File: src/rtl/sync_fifo_if.sv
// sync_fifo_if: handshake/data bundle between a FIFO producer/consumer (master) and sync_fifo (slave)
//  master drives wr_en, rd_en, data_in; slave drives data_out, wr_ack, overflow, underflow,
//  full, almostfull, empty, almostempty.
interface sync_fifo_if #(parameter int FIFO_WIDTH = 16);
  logic                  wr_en;
  logic                  rd_en;
  logic [FIFO_WIDTH-1:0] data_in;
  logic [FIFO_WIDTH-1:0] data_out;
  logic                  wr_ack;
  logic                  overflow;
  logic                  underflow;
  logic                  full;
  logic                  almostfull;
  logic                  empty;
  logic                  almostempty;
  modport master (
    output wr_en, rd_en, data_in,
    input  data_out, wr_ack, overflow, underflow, full, almostfull, empty, almostempty
  );
  modport slave (
    input  wr_en, rd_en, data_in,
    output data_out, wr_ack, overflow, underflow, full, almostfull, empty, almostempty
  );
endinterface

File: src/rtl/sync_fifo.sv
// sync_fifo: single-clock FIFO of FIFO_DEPTH words of FIFO_WIDTH bits, async active-low reset
//  clk, rst_n : clock and asynchronous active-low reset
//  bus        : sync_fifo_if slave (write/read requests and data in; registered read data,
//               registered wr_ack/overflow/underflow pulses, combinational occupancy flags out)
module sync_fifo #(
  parameter int FIFO_WIDTH = 16,
  parameter int FIFO_DEPTH = 8
) (
  input logic         clk,
  input logic         rst_n,
  sync_fifo_if.slave  bus
);
  localparam int PW = $clog2(FIFO_DEPTH);
  localparam int CW = PW + 1;
  logic [FIFO_WIDTH-1:0] mem_q [FIFO_DEPTH];
  logic [PW-1:0]         wr_ptr_q, wr_ptr_d, rd_ptr_q, rd_ptr_d;
  logic [CW-1:0]         count_q, count_d;
  logic [FIFO_WIDTH-1:0] data_q, data_d;
  logic                  ack_q, ack_d, ovf_q, ovf_d, udf_q, udf_d;
  logic                  do_wr, do_rd;
  assign bus.full        = count_q == CW'(FIFO_DEPTH);
  assign bus.almostfull  = count_q == CW'(FIFO_DEPTH - 1);
  assign bus.empty       = count_q == '0;
  assign bus.almostempty = count_q == CW'(1);
  assign bus.data_out    = data_q;
  assign bus.wr_ack      = ack_q;
  assign bus.overflow    = ovf_q;
  assign bus.underflow   = udf_q;
  // Pointers wrap by explicit compare so non-power-of-2 depths work.
  always_comb begin
    do_wr    = bus.wr_en & ~bus.full;
    do_rd    = bus.rd_en & ~bus.empty;
    wr_ptr_d = do_wr ? (wr_ptr_q == PW'(FIFO_DEPTH - 1) ? '0 : wr_ptr_q + 1'b1) : wr_ptr_q;
    rd_ptr_d = do_rd ? (rd_ptr_q == PW'(FIFO_DEPTH - 1) ? '0 : rd_ptr_q + 1'b1) : rd_ptr_q;
    count_d  = count_q + CW'(do_wr) - CW'(do_rd);
    data_d   = do_rd ? mem_q[rd_ptr_q] : data_q;
    ack_d    = do_wr;
    ovf_d    = bus.wr_en & bus.full;
    udf_d    = bus.rd_en & bus.empty;
  end
  always_ff @(posedge clk or negedge rst_n) begin
    if (!rst_n) begin
      wr_ptr_q <= '0;
      rd_ptr_q <= '0;
      count_q  <= '0;
      data_q   <= '0;
      ack_q    <= 1'b0;
      ovf_q    <= 1'b0;
      udf_q    <= 1'b0;
    end else begin
      wr_ptr_q <= wr_ptr_d;
      rd_ptr_q <= rd_ptr_d;
      count_q  <= count_d;
      data_q   <= data_d;
      ack_q    <= ack_d;
      ovf_q    <= ovf_d;
      udf_q    <= udf_d;
    end
  end
  // Storage is deliberately not reset.
  always_ff @(posedge clk) begin
    if (do_wr) mem_q[wr_ptr_q] <= bus.data_in;
  end
endmodule

File: src/flat_wrapper.sv
// flat-port wrapper written by rule: the top's interface ports become plain ports
module sync_fifo_flat 
#(
  parameter int FIFO_WIDTH = 16,
  parameter int FIFO_DEPTH = 8
)
  (clk, rst_n, bus_wr_en, bus_rd_en, bus_data_in, bus_data_out, bus_wr_ack, bus_overflow, bus_underflow, bus_full, bus_almostfull, bus_empty, bus_almostempty);
  sync_fifo_if #(.FIFO_WIDTH(FIFO_WIDTH)) bus_i ();
  input logic clk;
  input logic rst_n;
  input wire logic [$bits(bus_i.wr_en)-1:0] bus_wr_en;
  input wire logic [$bits(bus_i.rd_en)-1:0] bus_rd_en;
  input wire logic [$bits(bus_i.data_in)-1:0] bus_data_in;
  output wire logic [$bits(bus_i.data_out)-1:0] bus_data_out;
  output wire logic [$bits(bus_i.wr_ack)-1:0] bus_wr_ack;
  output wire logic [$bits(bus_i.overflow)-1:0] bus_overflow;
  output wire logic [$bits(bus_i.underflow)-1:0] bus_underflow;
  output wire logic [$bits(bus_i.full)-1:0] bus_full;
  output wire logic [$bits(bus_i.almostfull)-1:0] bus_almostfull;
  output wire logic [$bits(bus_i.empty)-1:0] bus_empty;
  output wire logic [$bits(bus_i.almostempty)-1:0] bus_almostempty;
  assign bus_i.wr_en = bus_wr_en;
  assign bus_i.rd_en = bus_rd_en;
  assign bus_i.data_in = bus_data_in;
  assign bus_data_out = bus_i.data_out;
  assign bus_wr_ack = bus_i.wr_ack;
  assign bus_overflow = bus_i.overflow;
  assign bus_underflow = bus_i.underflow;
  assign bus_full = bus_i.full;
  assign bus_almostfull = bus_i.almostfull;
  assign bus_empty = bus_i.empty;
  assign bus_almostempty = bus_i.almostempty;
  sync_fifo #(.FIFO_WIDTH(FIFO_WIDTH), .FIFO_DEPTH(FIFO_DEPTH)) u_core (.clk(clk), .rst_n(rst_n), .bus(bus_i));
endmodule
File: config.mk
export PLATFORM = sky130hd
export DESIGN_NAME = sync_fifo_flat
export DESIGN_NICKNAME = d
export VERILOG_FILES = /design/src/rtl/sync_fifo_if.sv /design/src/rtl/sync_fifo.sv /design/src/flat_wrapper.sv
export SDC_FILE = /design/constraint.sdc
export NUM_CORES = 1
export LEC_CHECK = 0
export ABC_CLOCK_PERIOD_IN_PS = 7300
export CORE_MARGIN = 5
export CORE_UTILIZATION = 55
export CTS_BUF_LIST = sky130_fd_sc_hd__clkbuf_4
export DETAILED_ROUTE_END_ITERATION = 7
export GPL_TIMING_DRIVEN = 1
export PLACE_DENSITY_LB_ADDON = 0.08
export SLEW_MARGIN = 20
export SYNTH_ARGS = -nofsm -noshare
export SYNTH_HDL_FRONTEND = slang
export SYNTH_SLANG_ARGS = --single-unit
File: constraint.sdc
create_clock -name clk -period 7.3 [get_ports clk]
set_clock_uncertainty 0.15 [all_clocks]
set_input_delay 1.46 -clock clk [delete_from_list [all_inputs] [get_ports clk]]
set_output_delay 1.46 -clock clk [all_outputs]
set_load 0.01 [all_outputs]
==> results of run 1 <==
==> cells in the final DEF, fill, tap and decap left out, types with 8 or more instances in the layout <==
cell	instances
o22ai_1	16
mux2_1	11
a22o_1	16
clkdlybuf4s50_1	42
edfxtp_1	128
dfrtp_1	28
buf_4	14
clkbuf_4	19
mux2i_1	32
inv_1	8
ha_1	11
o31ai_2	16
o21ai_0	16
mux2_2	27
==> worst paths after layout <==
| path | from | end | depth (start not counted) |
|---|---|---|---|
| setup / recovery | u_core.count_q[2]$_DFF_PN0_ | bus_empty | 5 |
| hold / removal | u_core.bus.data_out[10]$_DFFE_PN0P_ | u_core.bus.data_out[10]$_DFFE_PN0P_ | 2 |
| setup reg to reg | u_core.count_q[2]$_DFF_PN0_ | u_core.count_q[1]$_DFF_PN0_ | 13 |
| hold reg to reg | u_core.bus.data_out[10]$_DFFE_PN0P_ | u_core.bus.data_out[10]$_DFFE_PN0P_ | 2 |
| max in group asynchronous | rst_n | u_core.rd_ptr_q[0]$_DFFE_PN0P_ | 2 |
| min in group asynchronous | rst_n | u_core.bus.underflow$_DFF_PN0_ | 2 |
==> through the flow <==
step / instances / instance area [sq um] / power [W] / hold slack (ns) / setup WS [ns]
after global placement: 545 / 6960 / 0.00222 / 0.364 / 3.56
after CTS: 577 / 7250 / 0.00276 / 0.401 / 3.38
after global routing: 577 / 7250 / 0.00290 / 0.436 / 3.29
after detailed placement: 545 / 6960 / 0.00224 / 0.374 / 3.52
after floorplan: 363 / 6340 / 0.00191 / 0.390 / 3.58
final: 577 / 7250 / 0.00273 / 0.393 / 3.43
==> cell type report <==
| cell class | count | area, sq um | share of cell area, % |
|---|---|---|---|
| timing repair buffer | 56 | 526 | 7.25 |
| sequential | 157 | 4570 | 63.0 |
| tap | 143 | 179 | 2.47 |
| clock inverter | 13 | 149 | 2.05 |
| clock buffer | 19 | 143 | 1.97 |
| multi-input combinational | 177 | 1640 | 22.6 |
| inverter | 12 | 45.0 | 0.621 |
==> logic make-up (layout without fill, tap and decap cells) <==
kind of cell               Yosys count  in the layout  synth area share [%]
DFF                                157            157                  72.1
muxes                               70             70                  11.8
AOI/OAI and AO/OA                   66             66                  8.41
buffers and inverters               29            100                  2.49
and+or+nand+nor                     27             27                  2.49
adders and majority gates           12             12                  2.49
xor gates and xnor gates             2              2                 0.276
==> flip-flops by register name (all words and copies together), names as in the netlist <==
signal,count
u_core.bus.overflow,1
u_core.bus.wr_ack,1
u_core.bus.data_out,16
u_core.bus.underflow,1
u_core.rd_ptr_q,3
u_core.count_q,4
u_core.wr_ptr_q,3
u_core.mem_q,128
==> cells in the mapped netlist, types with 2 or more instances <==
library cell and count:
nor2_1 6, a22o_1 16, ha_1 11, edfxtp_1 128, nor2b_1 2, nand2_1 2, mux2_1 11, and3_1 2
mux2i_1 32, buf_6 5, dfrtp_1 29, o21ai_0 16, and2_1 2, nand2b_1 4, buf_2 6, o22ai_1 16
inv_2 4, mux2_2 27, clkbuf_1 5, o31ai_2 16, nor3_1 4, inv_1 8
==> critical path, stage by stage, from the launching register on <==
cell and delay (ns):
dfrtp_1 0.41, inv_1 0.11, ha_1 0.19, nor3b_4 0.17
buf_4 0.26, clkdlybuf4s50_1 0.58
==> where the power goes <==
part	internal, W	switching [W]
combinational	0.000444	0.000470
clock	0.000241	0.000286
sequential	0.00116	0.000135
total	0.00184	0.000891
==> layer usage <==
layer | GRT usage (%) | wire [microns]
met5 | 0 | 0
met4 | 7.11 | 169
met3 | 4.67 | 578
met2 | 30.1 | 6120
met1 | 25.4 | 5480
==> flow_summary.ini, run 1 <==
[die]
core_area_sq_um = 11400
die_area_sq_um = 13800
die_w_microns = 117
dieHeight_microns = 117
start_util_pct = 55.8
rows = 39
num_io_pins = 43

[clock_tree]
cts_inserted_buffers = 17
clk_pin_slew_ns = 0.12
cts_buffer_depth = 2
root_buffer = clkbuf_4
cts_tree = yes
clock-sinks = 157
clock_latency_ns = 0.54
htreeDepth = 4
cts_resized = 0
post_cts_buffers = 0
holdBufCountCts = 0

[placement]
portBuffers = 42
dpl.hpwl_mm = 7.52
place.gp.congestion = 0.720

[timing]
slew_viol_final = 0
hold_viol = 0
relSlewSlack_pct = 39.0
setup_viol = 0
grt_setup_unrepaired = false
max_freq_mhz = 258
post-route-period-util_pct = 53.1
period_needed_ns = 3.87
setup_tns_ns = 0
worst_pin_slew_ns = 0.915

[global_routing]
track_usage_pct = 18.9
grt_max_degree = 36
antenna_found_initial = 0
grt_pass1_vias = 3487
grt_first_pass_wirelength_mm = 19.6
grt_overflow = 0

[detailed_routing]
vias = 3339
dr.first_iter.drc_count = 158
ant_nets = 0
detail_route.first_pass.iterations = 4
vias_per_cell = 5.79
drt-wirelength-per-cell_microns = 21.4
drc = 0
drt-total-wl_mm = 12.3

[synth]
syn_area_sq_um = 6340
synth_edf_count = 128
synth_seq_cells = 157
yosys-top-cells-area = edfxtp_1 61%, dfrtp_1 11%, mux2i_1 5.1%
synth_cell_types = 33
synthArstFlopShare_pct = 18.5
yosys_warnings = 0
dominantRegCellSynth = edfxtp_1
syn_area_per_cell_sq_um = 17.5
syn_nets = 395
syn_inst = 363
synth_top_area_share_pct = 60.6
ys_seq_area_share_pct = 72.1
synth_area_leader_cell = edfxtp_1

[cells_and_area]
final_util_pct = 63.8
drive_gt1_share_pct = 22.6
fin_nets = 453
diodes = 0
area_delta_synth_final_pct = 14.4
fillers = 835

[power_and_ir_drop]
vdd_drop_max_v = 0.000225
leakage_nw = 2.62
powerDensity_nw_per_um2 = 377

[critical_path]
endpoint_kind = output port
cp-start-kind = flop
cp.required_ns = 5.69
worst-endpoint-arrival_ns = 2.26
r2r_slack_ns = 4.21
crit_fanout = 19
worstSetupPathType = reg2out

[status]
status = completed

[run]
drv_cap = 0

[hold_path]
hp-class = reg2reg
Power figures use the tool's default switching activity.
==> run 2, diff against run 1 <==
Settings changed: ABC_CLOCK_PERIOD_IN_PS 7300 to 3500.
Clock period 7.3 ns to 3.5 ns, I/O delays scaled along.
==> flow_summary.ini, run 2 (same netlist as run 1, synthesis figures left out) <==
[status]
status = completed

[clock_tree]
cts_buffer_depth = 2
post_cts_buffers = 0
root_buffer = clkbuf_4
clock-sinks = 157
cts_tree = yes
clk_pin_slew_ns = 0.12
htreeDepth = 4
holdBufCountCts = 0
cts_inserted_buffers = 17
cts_resized = 0
clock_latency_ns = 0.53

[die]
rows = 39
die_w_microns = 117
start_util_pct = 55.8
dieHeight_microns = 117
num_io_pins = 43
core_area_sq_um = 11400
die_area_sq_um = 13800

[cells_and_area]
area_delta_synth_final_pct = 15.9
fin_nets = 459
diodes = 0
final_cell_mix = 128 x edfxtp_1, 42 x clkdlybuf4s50_1, 32 x mux2i_1
fillers = 862
largest_reg_flops = 128
drive_gt1_share_pct = 23.2
regMostFlops = u_core.mem_q
final_util_pct = 64.6
final_common_cell = edfxtp_1
stdcell_area_sq_um = 7350

[critical_path]
worstSetupEndpoint = bus_empty
reg2reg_to = u_core.count_q[1]$_DFF_PN0_
endpoint_kind = output port
reg2reg_from = u_core.count_q[2]$_DFF_PN0_
startpoint = u_core.count_q[2]$_DFF_PN0_
slowest_stage = clkdlybuf4s50_1
critical_path.cell_chain = inv_1 > ha_1 > nor3b_4 > clkdlybuf4s50_1
cp.required_ns = 2.65
cp-start-kind = flop
rr_worst_depth = 11
r2r_slack_ns = 0.90
worstSetupPathType = reg2out
crit_fanout = 4
worst-endpoint-arrival_ns = 2.20
critPathMaxStageDelay_ns = 0.64

[timing]
hold_ws_ns = 0.385
setup_tns_ns = 0
worst_pin_slew_ns = 0.912
hold_viol = 0
max_freq_mhz = 328
period_needed_ns = 3.05
relSlewSlack_pct = 39.2
post-route-period-util_pct = 87.2
slew_viol_final = 0
grt_setup_unrepaired = false
setup_viol = 0

[global_routing]
grt_max_degree = 50
top_usage_layer = met2
grt_first_pass_wirelength_mm = 19.3
grt_pass1_vias = 3498
antenna_found_initial = 0
met2_usage_pct = 28.6
track_usage_pct = 18.4
grt_overflow = 0
use_met3_pct = 4.62
grtUsageMet1_pct = 25.3

[placement]
place.gp.congestion = 0.737
dpl_cell_area_sq_um = 7020
portBuffers = 42
dpl.hpwl_mm = 7.79

[power_and_ir_drop]
clkPwrFrac_pct = 20.9
vdd_drop_max_v = 0.000511
powerDensity_nw_per_um2 = 794
swShare_pct = 31.5
leakage_nw = 2.67
power_frac_comb_pct = 33.7
p_sw_w = 0.00184
pwr-share-seq_pct = 45.4
p_total_w = 0.00583
p_int_w = 0.00399

[detailed_routing]
ant_nets = 0
drt-total-wl_mm = 12.1
vias_per_cell = 5.67
detail_route.first_pass.iterations = 4
vias = 3308
drt-wirelength-per-cell_microns = 20.8
dr.first_iter.drc_count = 175
drc = 0

[run]
drv_cap = 0

[hold_path]
hp-class = in2async
-- run 2: worst max-delay path, delay by kind of cell (launching register included) --
family	cells	cell delay, ns
buffers and inverters	2	0.74
flip-flops	1	0.40
AND/OR/NAND/NOR	1	0.37
adder cells (fa/ha/maj)	1	0.17
-- run 2: power groups by stage --
stage | logic, W | registers [W] | clock network, W
detailed placement | 0.00200 | 0.00270 | 0
floorplan | 0.00134 | 0.00265 | 0
global placement | 0.00196 | 0.00268 | 0
global route | 0.00214 | 0.00269 | 0.00132
finish | 0.00197 | 0.00265 | 0.00122
CTS | 0.00200 | 0.00266 | 0.00124
-- run 2: stage by stage --
step | std cells | setup slack (ns)
final | 583 | 0.449
after global routing | 583 | 0.299
after CTS | 583 | 0.352
after detailed placement | 551 | 0.746
after global placement | 551 | 0.721
after floorplan | 363 | 0.430
-- run 2: worst min-delay path by stage --
stage                                            start                                  to  slack [ns]  cells past startpoint
finish                                           rst_n  u_core.bus.data_out[9]$_DFFE_PN0P_        0.39                      1
global placement    u_core.bus.data_out[9]$_DFFE_PN0P_  u_core.bus.data_out[9]$_DFFE_PN0P_        0.36                      2
floorplan                                        rst_n  u_core.bus.data_out[0]$_DFFE_PN0P_        0.25                      0
global route                                     rst_n  u_core.bus.data_out[9]$_DFFE_PN0P_        0.36                      1
CTS                                              rst_n  u_core.bus.data_out[7]$_DFFE_PN0P_        0.35                      1
detailed placement  u_core.bus.data_out[2]$_DFFE_PN0P_  u_core.bus.data_out[2]$_DFFE_PN0P_        0.36                      2
-- run 2: metal layers --
layer / part of all wire, % / vias up
li1: - / 1545
met5: 0 / -
met4: 1.5 / 0
met3: 5.1 / 17
met1: 46 / 1667
met2: 48 / 79
-- run 2: layout make-up --
cell class	count	area, sq um	share of cell area (%)
inverters	12	45.0	0.613
repair buffers	62	583	7.94
flip-flops and latches	157	4570	62.2
clock inverters	15	201	2.74
multi-input cells	177	1640	22.3
well taps	143	179	2.44
clock buffers	17	128	1.74
==> run 3, diff against run 2 <==
Settings changed: GPL_TIMING_DRIVEN 1 to unset.
==> results of run 3 <==
The final DEF is identical to that of run 2; final timing and power are the same.
